<file path="config.mk">
export PLATFORM = sky130hd
export DESIGN_NAME = matrix_max7219_sender_flat
export DESIGN_NICKNAME = d
export VERILOG_FILES = /design/src/rtl/matrix_max7219_sender_if.sv /design/src/rtl/matrix_max7219_sender.sv /design/src/flat_wrapper.sv
export SDC_FILE = /design/constraint.sdc
export NUM_CORES = 1
export LEC_CHECK = 0
export ABC_CLOCK_PERIOD_IN_PS = 2750
export BUFFER_PORTS_ARGS = -buffer_cell sky130_fd_sc_hd__buf_2
export CAP_MARGIN = 20
export CORE_ASPECT_RATIO = 0.75
export CORE_MARGIN = 4
export CORE_UTILIZATION = 52
export CTS_CLUSTER_DIAMETER = 40
export DETAILED_ROUTE_END_ITERATION = 12
export PLACE_DENSITY_LB_ADDON = 0.2
export SLEW_MARGIN = 30
export SYNTH_ARGS = -nofsm -noshare
export SYNTH_HDL_FRONTEND = slang
export SYNTH_SLANG_ARGS = --single-unit
</file>
<file path="constraint.sdc">
create_clock -name CC_CLOCK_50 -period 2.75 [get_ports CC_CLOCK_50]
set_input_delay 0.55 -clock CC_CLOCK_50 [delete_from_list [all_inputs] [get_ports CC_CLOCK_50]]
set_output_delay 0.55 -clock CC_CLOCK_50 [all_outputs]
set_load 0.01 [all_outputs]
</file>
<file path="src/rtl/matrix_max7219_sender_if.sv">
// Row-register bus between the game blocks and the MAX7219 sender, plus the 3-wire
// serial link and status outputs. The row source drives master; the sender is slave.
interface matrix_max7219_sender_if #(
  parameter int DATAWIDTH_BUS = 8
);
  logic [DATAWIDTH_BUS-1:0] MS_ROW0_IN;
  logic [DATAWIDTH_BUS-1:0] MS_ROW1_IN;
  logic [DATAWIDTH_BUS-1:0] MS_ROW2_IN;
  logic [DATAWIDTH_BUS-1:0] MS_ROW3_IN;
  logic [DATAWIDTH_BUS-1:0] MS_ROW4_IN;
  logic [DATAWIDTH_BUS-1:0] MS_ROW5_IN;
  logic [DATAWIDTH_BUS-1:0] MS_ROW6_IN;
  logic [DATAWIDTH_BUS-1:0] MS_ROW7_IN;
  logic                     MS_DIN_OUT;
  logic                     MS_SCLK_OUT;
  logic                     MS_LOAD_OUT;
  logic                     MS_INIT_DONE_OUT;
  logic                     MS_FRAME_OUT;

  modport master (
    output MS_ROW0_IN, MS_ROW1_IN, MS_ROW2_IN, MS_ROW3_IN,
           MS_ROW4_IN, MS_ROW5_IN, MS_ROW6_IN, MS_ROW7_IN,
    input  MS_DIN_OUT, MS_SCLK_OUT, MS_LOAD_OUT, MS_INIT_DONE_OUT, MS_FRAME_OUT
  );

  modport slave (
    input  MS_ROW0_IN, MS_ROW1_IN, MS_ROW2_IN, MS_ROW3_IN,
           MS_ROW4_IN, MS_ROW5_IN, MS_ROW6_IN, MS_ROW7_IN,
    output MS_DIN_OUT, MS_SCLK_OUT, MS_LOAD_OUT, MS_INIT_DONE_OUT, MS_FRAME_OUT
  );
endinterface

</file>
<file path="src/rtl/matrix_max7219_sender.sv">
// Serialises eight row buses to a MAX7219: five init words once after reset, then
// refreshes digits 1..8 forever. One FSM state per divided tick; all outputs registered.
module matrix_max7219_sender #(
  parameter int          DATAWIDTH_BUS = 8,
  parameter int          CLKDIV        = 25,
  parameter logic [3:0]  INTENSITY     = 4'h8,
  parameter bit          INVERT        = 1'b0
) (
  input  logic                      CC_CLOCK_50,
  input  logic                      CC_RESET,
  matrix_max7219_sender_if.slave    ms_bus
);
  localparam int DIV_W = (CLKDIV > 2) ? $clog2(CLKDIV) : 1;

  typedef enum logic [2:0] {LOAD_WORD, SHIFT_HI, SHIFT_LO, LATCH, LOAD_HI} state_t;

  state_t                   state_reg, state_next;
  logic [DIV_W-1:0]         div_reg;
  logic [3:0]               index_reg, index_next;
  logic [15:0]              shreg_reg, shreg_next;
  logic [3:0]               bit_cnt_reg, bit_cnt_next;
  logic                     din_reg, din_next;
  logic                     sclk_reg, sclk_next;
  logic                     load_reg, load_next;
  logic                     init_done_reg, init_done_next;
  logic                     frame_reg, frame_next;
  logic                     tick;
  logic [DATAWIDTH_BUS-1:0] row_bus [8];
  logic [3:0]               row_sel;
  logic [DATAWIDTH_BUS-1:0] row_data;
  logic [15:0]              word;

  assign row_bus[0] = ms_bus.MS_ROW0_IN;
  assign row_bus[1] = ms_bus.MS_ROW1_IN;
  assign row_bus[2] = ms_bus.MS_ROW2_IN;
  assign row_bus[3] = ms_bus.MS_ROW3_IN;
  assign row_bus[4] = ms_bus.MS_ROW4_IN;
  assign row_bus[5] = ms_bus.MS_ROW5_IN;
  assign row_bus[6] = ms_bus.MS_ROW6_IN;
  assign row_bus[7] = ms_bus.MS_ROW7_IN;

  assign tick = (div_reg == DIV_W'(CLKDIV - 1));

  // Word for the current index; only sampled in the LOAD_WORD tick, so rows are captured there.
  always_comb begin
    row_sel  = index_reg - 4'd5;
    row_data = INVERT ? ~row_bus[row_sel[2:0]] : row_bus[row_sel[2:0]];
    word     = 16'h0000;
    case (index_reg)
      4'd0:    word = 16'h0C01;
      4'd1:    word = 16'h0F00;
      4'd2:    word = 16'h0900;
      4'd3:    word = {8'h0A, 4'h0, INTENSITY};
      4'd4:    word = 16'h0B07;
      default: word = {4'h0, index_reg - 4'd4, row_data};
    endcase
  end

  always_comb begin
    state_next     = state_reg;
    index_next     = index_reg;
    shreg_next     = shreg_reg;
    bit_cnt_next   = bit_cnt_reg;
    din_next       = din_reg;
    sclk_next      = sclk_reg;
    load_next      = load_reg;
    init_done_next = init_done_reg;
    frame_next     = 1'b0;
    case (state_reg)
      LOAD_WORD: begin
        load_next    = 1'b0;
        sclk_next    = 1'b0;
        din_next     = word[15];
        shreg_next   = {word[14:0], 1'b0};
        bit_cnt_next = 4'd15;
        state_next   = SHIFT_HI;
      end
      SHIFT_HI: begin
        sclk_next  = 1'b1;
        state_next = (bit_cnt_reg == 4'd0) ? LATCH : SHIFT_LO;
      end
      SHIFT_LO: begin
        sclk_next    = 1'b0;
        din_next     = shreg_reg[15];
        shreg_next   = {shreg_reg[14:0], 1'b0};
        bit_cnt_next = bit_cnt_reg - 4'd1;
        state_next   = SHIFT_HI;
      end
      LATCH: begin
        sclk_next  = 1'b0;
        load_next  = 1'b0;
        state_next = LOAD_HI;
      end
      LOAD_HI: begin
        load_next  = 1'b1;
        state_next = LOAD_WORD;
        if (index_reg == 4'd4) init_done_next = 1'b1;
        if (index_reg == 4'd12) begin
          frame_next = 1'b1;
          index_next = 4'd5;
        end else begin
          index_next = index_reg + 4'd1;
        end
      end
      default: state_next = LOAD_WORD;
    endcase
  end

  always_ff @(posedge CC_CLOCK_50 or posedge CC_RESET) begin
    if (CC_RESET) begin
      state_reg     <= LOAD_WORD;
      div_reg       <= '0;
      index_reg     <= 4'd0;
      shreg_reg     <= 16'h0000;
      bit_cnt_reg   <= 4'd0;
      din_reg       <= 1'b0;
      sclk_reg      <= 1'b0;
      load_reg      <= 1'b1;
      init_done_reg <= 1'b0;
      frame_reg     <= 1'b0;
    end else begin
      div_reg   <= tick ? '0 : div_reg + DIV_W'(1);
      frame_reg <= tick & frame_next;
      if (tick) begin
        state_reg     <= state_next;
        index_reg     <= index_next;
        shreg_reg     <= shreg_next;
        bit_cnt_reg   <= bit_cnt_next;
        din_reg       <= din_next;
        sclk_reg      <= sclk_next;
        load_reg      <= load_next;
        init_done_reg <= init_done_next;
      end
    end
  end

  assign ms_bus.MS_DIN_OUT       = din_reg;
  assign ms_bus.MS_SCLK_OUT      = sclk_reg;
  assign ms_bus.MS_LOAD_OUT      = load_reg;
  assign ms_bus.MS_INIT_DONE_OUT = init_done_reg;
  assign ms_bus.MS_FRAME_OUT     = frame_reg;
endmodule

</file>
<file path="src/flat_wrapper.sv">
// flat-port wrapper written by rule: the top's interface ports become plain ports
module matrix_max7219_sender_flat 
#(
  parameter int          DATAWIDTH_BUS = 8,
  parameter int          CLKDIV        = 25,
  parameter logic [3:0]  INTENSITY     = 4'h8,
  parameter bit          INVERT        = 1'b0
)
  (CC_CLOCK_50, CC_RESET, ms_bus_MS_ROW0_IN, ms_bus_MS_ROW1_IN, ms_bus_MS_ROW2_IN, ms_bus_MS_ROW3_IN, ms_bus_MS_ROW4_IN, ms_bus_MS_ROW5_IN, ms_bus_MS_ROW6_IN, ms_bus_MS_ROW7_IN, ms_bus_MS_DIN_OUT, ms_bus_MS_SCLK_OUT, ms_bus_MS_LOAD_OUT, ms_bus_MS_INIT_DONE_OUT, ms_bus_MS_FRAME_OUT);
  matrix_max7219_sender_if #(.DATAWIDTH_BUS(DATAWIDTH_BUS)) ms_bus_i ();
  input  logic CC_CLOCK_50;
  input  logic CC_RESET;
  input wire logic [$bits(ms_bus_i.MS_ROW0_IN)-1:0] ms_bus_MS_ROW0_IN;
  input wire logic [$bits(ms_bus_i.MS_ROW1_IN)-1:0] ms_bus_MS_ROW1_IN;
  input wire logic [$bits(ms_bus_i.MS_ROW2_IN)-1:0] ms_bus_MS_ROW2_IN;
  input wire logic [$bits(ms_bus_i.MS_ROW3_IN)-1:0] ms_bus_MS_ROW3_IN;
  input wire logic [$bits(ms_bus_i.MS_ROW4_IN)-1:0] ms_bus_MS_ROW4_IN;
  input wire logic [$bits(ms_bus_i.MS_ROW5_IN)-1:0] ms_bus_MS_ROW5_IN;
  input wire logic [$bits(ms_bus_i.MS_ROW6_IN)-1:0] ms_bus_MS_ROW6_IN;
  input wire logic [$bits(ms_bus_i.MS_ROW7_IN)-1:0] ms_bus_MS_ROW7_IN;
  output wire logic [$bits(ms_bus_i.MS_DIN_OUT)-1:0] ms_bus_MS_DIN_OUT;
  output wire logic [$bits(ms_bus_i.MS_SCLK_OUT)-1:0] ms_bus_MS_SCLK_OUT;
  output wire logic [$bits(ms_bus_i.MS_LOAD_OUT)-1:0] ms_bus_MS_LOAD_OUT;
  output wire logic [$bits(ms_bus_i.MS_INIT_DONE_OUT)-1:0] ms_bus_MS_INIT_DONE_OUT;
  output wire logic [$bits(ms_bus_i.MS_FRAME_OUT)-1:0] ms_bus_MS_FRAME_OUT;
  assign ms_bus_i.MS_ROW0_IN = ms_bus_MS_ROW0_IN;
  assign ms_bus_i.MS_ROW1_IN = ms_bus_MS_ROW1_IN;
  assign ms_bus_i.MS_ROW2_IN = ms_bus_MS_ROW2_IN;
  assign ms_bus_i.MS_ROW3_IN = ms_bus_MS_ROW3_IN;
  assign ms_bus_i.MS_ROW4_IN = ms_bus_MS_ROW4_IN;
  assign ms_bus_i.MS_ROW5_IN = ms_bus_MS_ROW5_IN;
  assign ms_bus_i.MS_ROW6_IN = ms_bus_MS_ROW6_IN;
  assign ms_bus_i.MS_ROW7_IN = ms_bus_MS_ROW7_IN;
  assign ms_bus_MS_DIN_OUT = ms_bus_i.MS_DIN_OUT;
  assign ms_bus_MS_SCLK_OUT = ms_bus_i.MS_SCLK_OUT;
  assign ms_bus_MS_LOAD_OUT = ms_bus_i.MS_LOAD_OUT;
  assign ms_bus_MS_INIT_DONE_OUT = ms_bus_i.MS_INIT_DONE_OUT;
  assign ms_bus_MS_FRAME_OUT = ms_bus_i.MS_FRAME_OUT;
  matrix_max7219_sender #(.DATAWIDTH_BUS(DATAWIDTH_BUS), .CLKDIV(CLKDIV), .INTENSITY(INTENSITY), .INVERT(INVERT)) u_core (.CC_CLOCK_50(CC_CLOCK_50), .CC_RESET(CC_RESET), .ms_bus(ms_bus_i));
endmodule
</file>
* After elaboration in Yosys (flattened, before gate mapping) *
Index checks and enable logic that the tools add are counted.

word-level totals
  bits in registers = 37
  input bits = 66
  output and inout bits = 5
  logic and storage cells = 57

cells by class
  add/subtract/negate cells = 5
  $lt $le $gt $ge = 1
  equality and inequality tests = 10
  multiplexer cells = 15
  bitwise logic cells = 2
  reductions and logical operators = 14

operators by type and width
  operator             count
  $pmux 12 s5          1
  $pmux 16 s2          1
  $bmux 8 s3           1
  $mux 8               2
  $pmux 3 s3           1
  $eq 4x2->1 const B   2
  $logic_not 4->1      2
  $pmux 4 s2           1
  $reduce_and 2->1     4
  $eq 3x2->1 const B   2
  $pmux 1 s2           3
  $reduce_bool 2->1    3
  $add 5x1->5 const B  1
  $eq 5x5->1 const B   1
  $mux 5               1
  $add 4x1->4 const B  1
  $eq 4x1->1 const B   1
  $eq 4x3->1 const B   1
  $eq 4x4->1 const B   1
  $ge 4x4->1 const B   1
  $mux 4               1
  $not 3->4            1
  $reduce_or 2->1      2
  $sub 4x1->4 const B  1
  other kinds (9)      11

* Longest topological paths before layout *
Gate-level depths: netlist of the first run.

  depth after elaboration = 7
  gate-level depth with buffers = 11
  depth with buffers taken out = 7

* Worst setup path before layout of the first run *
No wires, ideal clock.

  path type = reg2reg
  start point = reg u_core.index_reg[0]
  end point = reg u_core.shreg_reg[2]
  library setup time = 0.082 ns
  arrival time = 2.258 ns
  required time = 2.668 ns
  slack = 0.410 ns
  stages on the path, launching flop included = 12
  buffers on the path = 4
  clock period less this slack = 2.340 ns
  cells stage by stage = dfrtp_1 -> buf_2 -> buf_2 -> inv_1 -> ha_1 -> buf_2 -> xnor2_1 -> buf_4 -> nand2_1 -> a32oi_1 -> nand4_1 -> a31oi_1

between the ends
  cells in the longest elaborated chain, start to end = 7
  elaborated cells between the ends (all ways) = 12
  classes of those cells = 1 x add/sub; 4 x eq/ne; 5 x mux; 1 x bitwise; 1 x reduce/logical

RTL lines
  element                   RTL line                      RTL
  start: declaration        matrix_max7219_sender.sv:19   logic [3:0] index_reg, index_next;
  start signal: assignment  matrix_max7219_sender.sv:126  index_reg <= index_next;
  $sub 3x3->3               matrix_max7219_sender.sv:46   row_sel = index_reg - 4'd5;
  $not 3->4                 n/a
  $bmux 8 s3                n/a
  $mux 8 (2 in series)      n/a
  $pmux 12 s5 (*)           matrix_max7219_sender.sv:49   case (index_reg)
  $pmux 16 s2 (*)           matrix_max7219_sender.sv:69   case (state_reg)
  end signal: assignment    matrix_max7219_sender.sv:127  shreg_reg <= shreg_next;
  end: declaration          matrix_max7219_sender.sv:20   logic [15:0] shreg_reg, shreg_next;

Every way passes the cells marked *; elsewhere a longest branch is shown, timed or not. The select of a mux whose other input is x is not followed.
A chain may end at the register's enable or synchronous reset.

* Worst setup path after layout of the first run *
  start point = reg u_core.index_reg[2]
  end point = reg u_core.shreg_reg[10]

between the ends
  cells in the longest elaborated chain, start to end = 3
  elaborated cells between the ends (all ways) = 7
  classes of those cells = 4 x eq/ne; 2 x mux; 1 x reduce/logical

RTL lines
  element                                   RTL line
  $eq 4x3->1, or another cell as far along  matrix_max7219_sender.sv:49
  $pmux 12 s5 (*)                           matrix_max7219_sender.sv:49
  $pmux 16 s2 (*)                           matrix_max7219_sender.sv:69

Marked as above.

==> key figures, run 1 <==
Layout
  – Most common cell after layout, fill and taps aside: buf_2
  – Commonest cells after routing, fill and taps aside: buf_2, nand2_1, dfrtp_1
  – Nets: 402
  – Final Non-Filler Cells: 381
  – Area growth from synthesis to layout: 20.6%
  – Max reg flops: 15
  – Share of cells above drive strength 1: 0.304
  – Ant. Diodes: 0

Power and ir drop
  – Sw Ratio: 0.215
  – Pwr Density: 346 mW/mm^2
  – Sw Pwr: 213 uW
  – Share of power burned in the clock network: 0.393
  – Internal: 779 uW
  – Pleak: 0.00137 uW
  – Sequential share of power: 0.533
  – Worst IR Drop VDD: 287 uV
  – Comb power frac: 0.074

Setup path
  – CP required: 2.91 ns
  – Crit path capture type: flip-flop
  – Worst Path Max Fanout: 10
  – Worst path max stage delay: 0.56 ns
  – CP delay by family, top: compound AO/OA/AOI/OAI gates
  – Crit-path cells: inv_1 > ha_1 > o31a_1 > o22ai_1 > a221oi_1 > a21oi_1 > o21ai_0
  – Worst path slowest cell: dfrtp_1
  – Critical Path AT: 2.26 ns
  – Critical path class: reg -> reg
  – CP Launch Type: flip-flop
  – Crit path buffers/inverters: 1

Floorplanning
  – Die width: 86.1 um
  – Die H: 66.5 um
  – Num ports: 71
  – Cell Rows: 20
  – Core area: 0.00423 mm^2
  – Die ar.: 0.00573 mm^2
  – Starting Density: 0.562

STA
  – Final Hold Viols: 0
  – Pin slew with the least headroom to its limit: 0.706 ns
  – Setup ws final: 0.654 ns
  – Clock skew: 0.00432 ns
  – Worst Hold Slack: 0.344 ns
  – # setup viols final: 0
  – RSZ-0062 raised after global routing: no
  – Slew HR: 0.529
  – Final setup TNS: 0 ns
  – Max Freq: 0.477 GHz
  – Fin crit period: 2.10 ns
  – Fin. max-slew vios: 0
  – Period utilization: 0.762

CTS
  – Clock transition at path regs: 0.07 ns
  – Clock buffer depth: 2
  – Clock root buffer: clkbuf_8
  – H-tree level count: 2
  – Hold bufs inserted after CTS: 0
  – CTS sink count: 36
  – Num CTS Buffers: 5
  – Setup repair bufs after CTS: 0
  – CTS tree: yes
  – Clock Latency Late Sink: 0.29 ns
  – # resized after CTS: 0

Synthesis
  – Syn_nets: 334
  – Synthesized flop and latch total: 36
  – Compound-Gate Fraction of Synth Area: 0.137
  – EDFF count, synth: 0
  – Netlist cell types: 45
  – Ys flop type: dfrtp_1
  – XOR/XNOR Fraction of Synth Area: 0.0147
  – Avg Cell Area, Syn: 9.25 um^2
  – Mapped Cells: 257
  – Post-synth ARST share: 1.00
  – Simple-Gate Fraction of Synth Area: 0.216
  – Syn Std Cell Area: 0.00238 mm^2
  – Post-synthesis adder-cell area fraction: 0.0579
  – Largest family of logic cells by synthesized area: simple AND/OR/NAND/NOR gates
  – Synth warn: 0
  – Seq/Total Area, Yosys: 0.380
  – Post-synthesis mux area share: 0.146

Route
  – Initial DRT Pass Iterations: 4
  – Via count: 2118
  – Post-route DRC violation count: 0
  – Detailed Route WL: 5370 um
  – ANT nets after route: 0
  – DR iter-0 viols: 97
  – Drt via density: 5.56
  – Routed length per instance: 14.1 um

Global routing
  – GRT Total Usage: 0.204
  – Grt ovf: 0
  – Initial antenna violation count: 0
  – Vias in the first global route: 2101
  – First-pass GRT wire length: 9230 um
  – Largest net degree at the start of global routing: 37

Placed design
  – Place WS: 0.403 ns
  – Placed cells: 373
  – Dpl hpwl: 4070 um
  – Port Buffers: 70
  – GPL Wtd Cong: 0.918

Worst hold path
  – Type of the tightest min-delay check: in -> async

Outcome
  – Status: complete, no violations

Run
  – Max capacitance violation total: 0
[layout make-up]
type / count / area, um^2
Fill cell: 348 / 1360
Tap cell: 55 / 68.8
Timing Repair Buffer: 76 / 395
Multi-Input combinational cell: 195 / 1370
Clock buffer: 7 / 86.3
Inverter: 11 / 41.3
Sequential cell: 36 / 902
Clock inverter: 1 / 7.51
[final timing paths]
check	end	startpoint	depth (start not counted)	slack (ns)
max in group asynchronous	u_core.ms_bus.MS_LOAD_OUT	CC_RESET	3	2.06
min in group CC_CLOCK_50	u_core.shreg_reg[15]	u_core.shreg_reg[15]	2	0.47
hold / removal	u_core.shreg_reg[15]	CC_RESET	3	0.34
hold reg to reg	u_core.shreg_reg[15]	u_core.shreg_reg[15]	2	0.47
setup reg to reg	u_core.shreg_reg[10]	u_core.index_reg[2]	7	0.65
setup / recovery	u_core.shreg_reg[10]	u_core.index_reg[2]	7	0.65
[worst min-delay path, delay by kind of cell]
family | cells | cell delay [ns]
buf+inv | 3 | 0.51
[cell usage after synthesis (all sizes together) (2+ instances only)]
master | count | share of area
buf | 8 | 0.021
nor3 | 3 | 0.0084
nor4b | 3 | 0.011
o22ai | 5 | 0.013
nand2 | 37 | 0.058
or3 | 4 | 0.013
nand4 | 3 | 0.0079
a32oi | 3 | 0.011
a21oi | 11 | 0.023
inv | 11 | 0.017
clkbuf | 7 | 0.011
a31oi | 5 | 0.013
nor2 | 25 | 0.039
mux4 | 10 | 0.095
nand3 | 15 | 0.032
nand2b | 2 | 0.0053
and2 | 3 | 0.0079
a211oi | 2 | 0.0063
o21ai | 20 | 0.042
xnor2 | 2 | 0.0074
dfrtp | 35 | 0.37
xor2 | 2 | 0.0074
nor2b | 3 | 0.0079
ha | 11 | 0.058
mux2i | 11 | 0.046
nor4 | 2 | 0.0053
[through the flow]
step	utilization	power, uW	cell area (um^2)
finish	0.678	993	2870
global route	0.678	1040	2870
CTS	0.676	1000	2860
detailed placement	0.654	614	2770
global placement	0.654	613	2770
floorplan	-	566	2380
[routing by layer]
metal | GRT usage | wire length [um] | share of wire
met3 | 0.0494 | 391 | 0.073
met1 | 0.283 | 2490 | 0.46
met5 | 0 | 0 | 0
met2 | 0.316 | 2460 | 0.46
met4 | 0.0573 | 26 | 0.0048
[cells by family after synthesis]
group,Yosys count
AO/OA/AOI/OAI,54
XOR/XNOR,4
adder cells (fa/ha/maj),11
buffers and inverters,26
flip-flops,36
multiplexers,22
AND/OR/NAND/NOR,104
[power groups by stage]
stage	Sequential, uW	Combinational [uW]	Clock [uW]
after floorplan	539	26.1	0
after CTS	529	75.0	400
after global routing	529	83.5	425
after detailed placement	539	74.8	0
after global placement	539	73.7	0
final	529	73.3	390
No activity file was read; power rests on OpenSTA's default activity.
==> run 2, diff against run 1 <==
ABC_CLOCK_PERIOD_IN_PS = 1700   (was 2750)
CORE_UTILIZATION = 47   (was 52)
clock period = 1.7 ns   (was 2.75 ns; I/O delays follow)
==> run 2 against run 1 <==
Effect of this change:
- register-to-register slack lost 0.70 ns
- sequential power rose by 62%
- sequential share of layout area down 5.0 points
- worst setup slack worse by 0.70 ns
- the flow now finishes with violations (negative setup slack)
- hold slack got worse by 0.20 ns
- final cell count up 11%
- clock skew is 0.0023 ns higher
- non-clock buffer count up 36
- utilization grew 1.9 points
- power is 63% higher
- first-iteration DRC count is 100% higher
- final area up 19%
- largest cell class unchanged
- critical path type unchanged
==> key figures, run 2 (same netlist as run 1, synthesis figures left out) <==
Floorplanning
  – Die H: 69.6 um
  – Die width: 90.1 um
  – Starting Density: 0.485
  – Cell Rows: 22
  – Num ports: 71
  – Core area: 0.00490 mm^2
  – Die ar.: 0.00627 mm^2

Placed design
  – Place WS: -0.146 ns
  – Dpl hpwl: 4680 um
  – GPL Wtd Cong: 0.832
  – Placed cells: 410
  – Port Buffers: 70

STA
  – Fin crit period: 1.75 ns
  – Max Freq: 0.571 GHz
  – # setup viols final: 2
  – Setup ws final: -0.0506 ns
  – Final Hold Viols: 0
  – Final setup TNS: -0.0745 ns
  – Period utilization: 1.03
  – Clock skew: 0.00666 ns
  – RSZ-0062 raised after global routing: yes
  – Pin slew with the least headroom to its limit: 0.576 ns
  – Slew HR: 0.615
  – Fin. max-slew vios: 0

Run
  – Max capacitance violation total: 0

Layout
  – Ant. Diodes: 0
  – Share of cells above drive strength 1: 0.467
  – Fill count: 384
  – Area growth from synthesis to layout: 43.7%
  – Nets: 438
  – Commonest cells after routing, fill and taps aside: buf_2, nand2_1, buf_4
  – Most common cell after layout, fill and taps aside: buf_2
  – Max reg flops: 15
  – Final Non-Filler Cells: 422
  – Flip-flop and latch area: 905 um^2
  – Footprint of the multi-input gates: 0.00156 mm^2

Setup path
  – CP required: 1.92 ns
  – Crit-path cells: ha_2 > o31a_1 > o22ai_4 > buf_6 > nand4_1 > a31oi_1
  – Worst path slowest cell: dfrtp_2
  – Worst Path Max Fanout: 5
  – CP delay by family, top: compound AO/OA/AOI/OAI gates
  – Crit path capture type: flip-flop
  – Critical Path AT: 1.97 ns
  – Crit path buffers/inverters: 1
  – Worst path max stage delay: 0.47 ns
  – Critical path class: reg -> reg
  – CP Launch Type: flip-flop

Outcome
  – Violated checks: negative setup slack
  – Status: finished with violations

CTS
  – CTS sink count: 36
  – CTS tree: yes
  – Clock transition at path regs: 0.08 ns
  – Clock Latency Late Sink: 0.29 ns
  – Hold bufs inserted after CTS: 0
  – Clock buffer depth: 2
  – Clock root buffer: clkbuf_8
  – Num CTS Buffers: 5
  – H-tree level count: 2

Global routing
  – Largest net degree at the start of global routing: 37
  – Vias in the first global route: 2268
  – Grt ovf: 0
  – Initial antenna violation count: 0
  – First-pass GRT wire length: 10700 um
  – GRT Total Usage: 0.207

Power and ir drop
  – Sequential share of power: 0.528
  – Pwr Density: 475 mW/mm^2
  – Internal: 1260 uW
  – Share of power burned in the clock network: 0.398
  – Worst IR Drop VDD: 370 uV
  – Comb power frac: 0.075
  – Pleak: 0.00159 uW
  – Sw Ratio: 0.226
  – Sw Pwr: 367 uW

Route
  – Drt via density: 5.40
  – Initial DRT Pass Iterations: 4
  – ANT nets after route: 0
  – Via count: 2279
  – Routed length per instance: 14.9 um
  – DR iter-0 viols: 197
  – Detailed Route WL: 6280 um
  – Post-route DRC violation count: 0

Worst hold path
  – Type of the tightest min-delay check: in -> async
## run 2: worst paths after layout
path / cells after the start / start / slack [ns] / end
worst max-delay path: 6 / u_core.index_reg[0] / -0.05 / u_core.shreg_reg[3]
worst min-delay path: 3 / CC_RESET / 0.14 / u_core.shreg_reg[12]
worst max register to register: 6 / u_core.index_reg[0] / -0.05 / u_core.shreg_reg[3]
worst min register to register: 2 / u_core.ms_bus.MS_DIN_OUT / 0.47 / u_core.ms_bus.MS_DIN_OUT
max in group asynchronous: 3 / CC_RESET / 1.22 / u_core.ms_bus.MS_LOAD_OUT
min in group CC_CLOCK_50: 5 / ms_bus_MS_ROW3_IN[2] / 0.46 / u_core.shreg_reg[3]
## run 2: routing by layer
layer  up-vias  GRT usage  part of all wire
met5         -          0                 0
met4         0     0.0441            0.0064
met3         4     0.0477             0.058
met2        60      0.318              0.47
met1      1082      0.300              0.47
li1       1133          -                 -
## run 2: final cells by class
type	count	area share
tap	60	0.0220
clock buffer	6	0.0242
sequential	36	0.265
clock inverter	2	0.00293
inverter	11	0.0136
multi-input combinational	195	0.455
timing repair buffer	112	0.217
## run 2: worst reg2reg max path: cells and delay by family, from the launching register on
| kind | cells | cell delay [ns] |
|---|---|---|
| adder cells (fa/ha/maj) | 1 | 0.23 |
| AND/OR/NAND/NOR | 1 | 0.10 |
| buffers and inverters | 1 | 0.15 |
| AO/OA/AOI/OAI | 3 | 0.73 |
| flip-flops | 1 | 0.47 |
## run 2: per-stage QoR
step | total power [uW] | utilization | hold WS [ns] | cell area (um^2)
finish | 1620 | 0.697 | 0.139 | 3410
global route | 1690 | 0.697 | 0.195 | 3410
CTS | 1630 | 0.675 | 0.154 | 3310
detailed placement | 994 | 0.638 | 0.458 | 3120
global placement | 992 | 0.638 | 0.451 | 3120
floorplan | 915 | - | 0.438 | 2470
## run 2: what timing repair did
action                                 CTS  global route
endpoints found under the hold margin    0             0
setup endpoints to repair               12            15
gates resized for setup                 19            25
buffers inserted                         2             1
pin swaps                                7             5
cloned                                   0             1
## run 2: power by group through the flow
| stage | logic (uW) | clock network, uW | registers [uW] |
|---|---|---|---|
| after global routing | 138 | 701 | 855 |
| after global placement | 119 | 0 | 873 |
| final | 121 | 646 | 856 |
| after detailed placement | 121 | 0 | 873 |
| after CTS | 122 | 652 | 856 |
| after floorplan | 42.2 | 0 | 873 |
==> run 3, diff against run 2 <==
CORE_UTILIZATION = 48   (was 47)
CTS_BUF_LIST = sky130_fd_sc_hd__clkbuf_4 sky130_fd_sc_hd__clkbuf_8   (was unset)
PLACE_DENSITY_LB_ADDON = 0.1   (was 0.2)
==> run 3 against run 2 <==
Effect of this change:
- final area shrank 3.2%
- final cell count shrank 1.9%
- clock skew grew 0.0010 ns
- the run still ends with negative setup slack left
- hold slack lost 0.00073 ns
- highest routed layer unchanged
- first-iteration DRC count shrank 39%
- global-route usage grew 1.6 points
- sequential power is essentially flat
- utilization grew 1.8 points
- combinational power is essentially flat
- sequential share of layout area grew 0.84 points
==> key figures, run 3 (same netlist as run 1, synthesis figures left out) <==
CTS
  – Clock Latency Late Sink: 0.29 ns
  – CTS sink count: 36
  – Num CTS Buffers: 5
  – Clock buffer depth: 2
  – Clock transition at path regs: 0.08 ns
  – CTS tree: yes
  – Hold bufs inserted after CTS: 0
  – H-tree level count: 2
  – Clock root buffer: clkbuf_8

Global routing
  – Largest net degree at the start of global routing: 37
  – Initial antenna violation count: 0
  – Vias in the first global route: 2305
  – GRT Total Usage: 0.223
  – Grt ovf: 0
  – First-pass GRT wire length: 10400 um

Layout
  – Commonest cells after routing, fill and taps aside: buf_2, nand2_1, dfrtp_1
  – Post-route cell area: 0.00330 mm^2
  – Flip-flop and latch area: 903 um^2
  – Fill count: 356
  – Max reg flops: 15
  – Most common cell after layout, fill and taps aside: buf_2
  – Nets: 433
  – Share of cells above drive strength 1: 0.431
  – Area growth from synthesis to layout: 39.1%
  – Final Non-Filler Cells: 414
  – Ant. Diodes: 0
  – Footprint of the multi-input gates: 0.00150 mm^2

STA
  – # setup viols final: 4
  – Final Hold Viols: 0
  – Clock skew: 0.00770 ns
  – Setup ws final: -0.0243 ns
  – Fin crit period: 1.72 ns
  – Pin slew with the least headroom to its limit: 0.452 ns
  – Period utilization: 1.01
  – RSZ-0062 raised after global routing: yes
  – Fin. max-slew vios: 0
  – Slew HR: 0.699
  – Max Freq: 0.580 GHz

Setup path
  – Critical path class: reg -> reg
  – CP required: 1.87 ns
  – Critical Path AT: 1.90 ns
  – Worst Path Max Fanout: 5
  – CP Launch Type: flip-flop
  – R2r setup slk: -0.02 ns
  – Crit path capture type: flip-flop
  – Reg2Reg Depth: 7

Power and ir drop
  – Pleak: 0.00156 uW
  – Worst IR Drop VDD: 586 uV
  – Pwr Density: 528 mW/mm^2

Floorplanning
  – Die H: 68.9 um
  – Core area: 0.00462 mm^2
  – Die width: 89.2 um
  – Die ar.: 0.00615 mm^2
  – Starting Density: 0.514
  – Cell Rows: 21
  – Num ports: 71

Route
  – Detailed Route WL: 6410 um
  – Via count: 2273
  – DR iter-0 viols: 121
  – Routed length per instance: 15.5 um
  – ANT nets after route: 0
  – Post-route DRC violation count: 0
  – Initial DRT Pass Iterations: 4
  – Drt via density: 5.49

Outcome
  – Status: finished with violations
  – Violated checks: negative setup slack

Placed design
  – Place WS: -0.0812 ns
  – Port Buffers: 70
  – DP Area: 0.00307 mm^2
  – GPL Wtd Cong: 0.918
  – Placed cells: 402
  – Dpl hpwl: 4830 um

Run
  – Max capacitance violation total: 0

Worst hold path
  – Type of the tightest min-delay check: in -> async
## run 3: where the power goes
group | internal [uW] | switching, uW
Sequential | 856 | 0
Clock | 451 | 314
Combinational | 76.6 | 47.4
Total | 1380 | 361
## run 3: final timing paths
| check | startpoint | end |
|---|---|---|
| worst max register to register | u_core.div_reg[1] | u_core.shreg_reg[2] |
| worst max-delay path | u_core.div_reg[1] | u_core.shreg_reg[2] |
| worst min-delay path | CC_RESET | u_core.shreg_reg[9] |
| worst min register to register | u_core.ms_bus.MS_DIN_OUT | u_core.ms_bus.MS_DIN_OUT |
| max in group asynchronous | CC_RESET | u_core.ms_bus.MS_LOAD_OUT |
| min in group CC_CLOCK_50 | ms_bus_MS_ROW3_IN[2] | u_core.shreg_reg[3] |
## run 3: routing by layer
layer,track usage,wire [um],up-vias,share of wire
met2,0.360,3050,41,0.48
met1,0.300,3000,1091,0.47
met4,0.0706,78,0,0.012
met5,0,0,-,0
li1,-,-,1131,-
met3,0.0487,285,10,0.044
## run 3: repair_timing
| item | in CTS | in global routing |
|---|---|---|
| setup endpoints to repair | 11 | 15 |
| pin swaps | 2 | 13 |
| buffers inserted | 1 | 2 |
| cloned | 0 | 1 |
| gates resized for setup | 12 | 16 |
## run 3: through the flow
stage	util	total power, uW	hold slack (ns)	TNS, ns
floorplan	-	915	0.438	-1.35
global placement	0.664	992	0.449	-0.223
detailed placement	0.664	995	0.455	-0.539
CTS	0.696	1760	0.146	-0.0829
global route	0.715	1800	0.188	-0.673
finish	0.715	1750	0.139	-0.0417
## run 3: cell type report
type / instances / share of cell area
Sequential cell: 36 / 0.273
Timing Repair Buffer: 106 / 0.203
Clock inverter: 2 / 0.0106
Inverter: 11 / 0.0140
Multi-Input combinational cell: 196 / 0.455
Tap cell: 57 / 0.0216
Clock buffer: 6 / 0.0231
## run 3: critical path: stages (launching register included)
cell	delay [ns]
dfrtp_1	0.40
inv_2	0.07
ha_4	0.15
nand4b_4	0.10
or3_4	0.38
or3_1	0.36
o21ai_1	0.08
a31oi_1	0.05
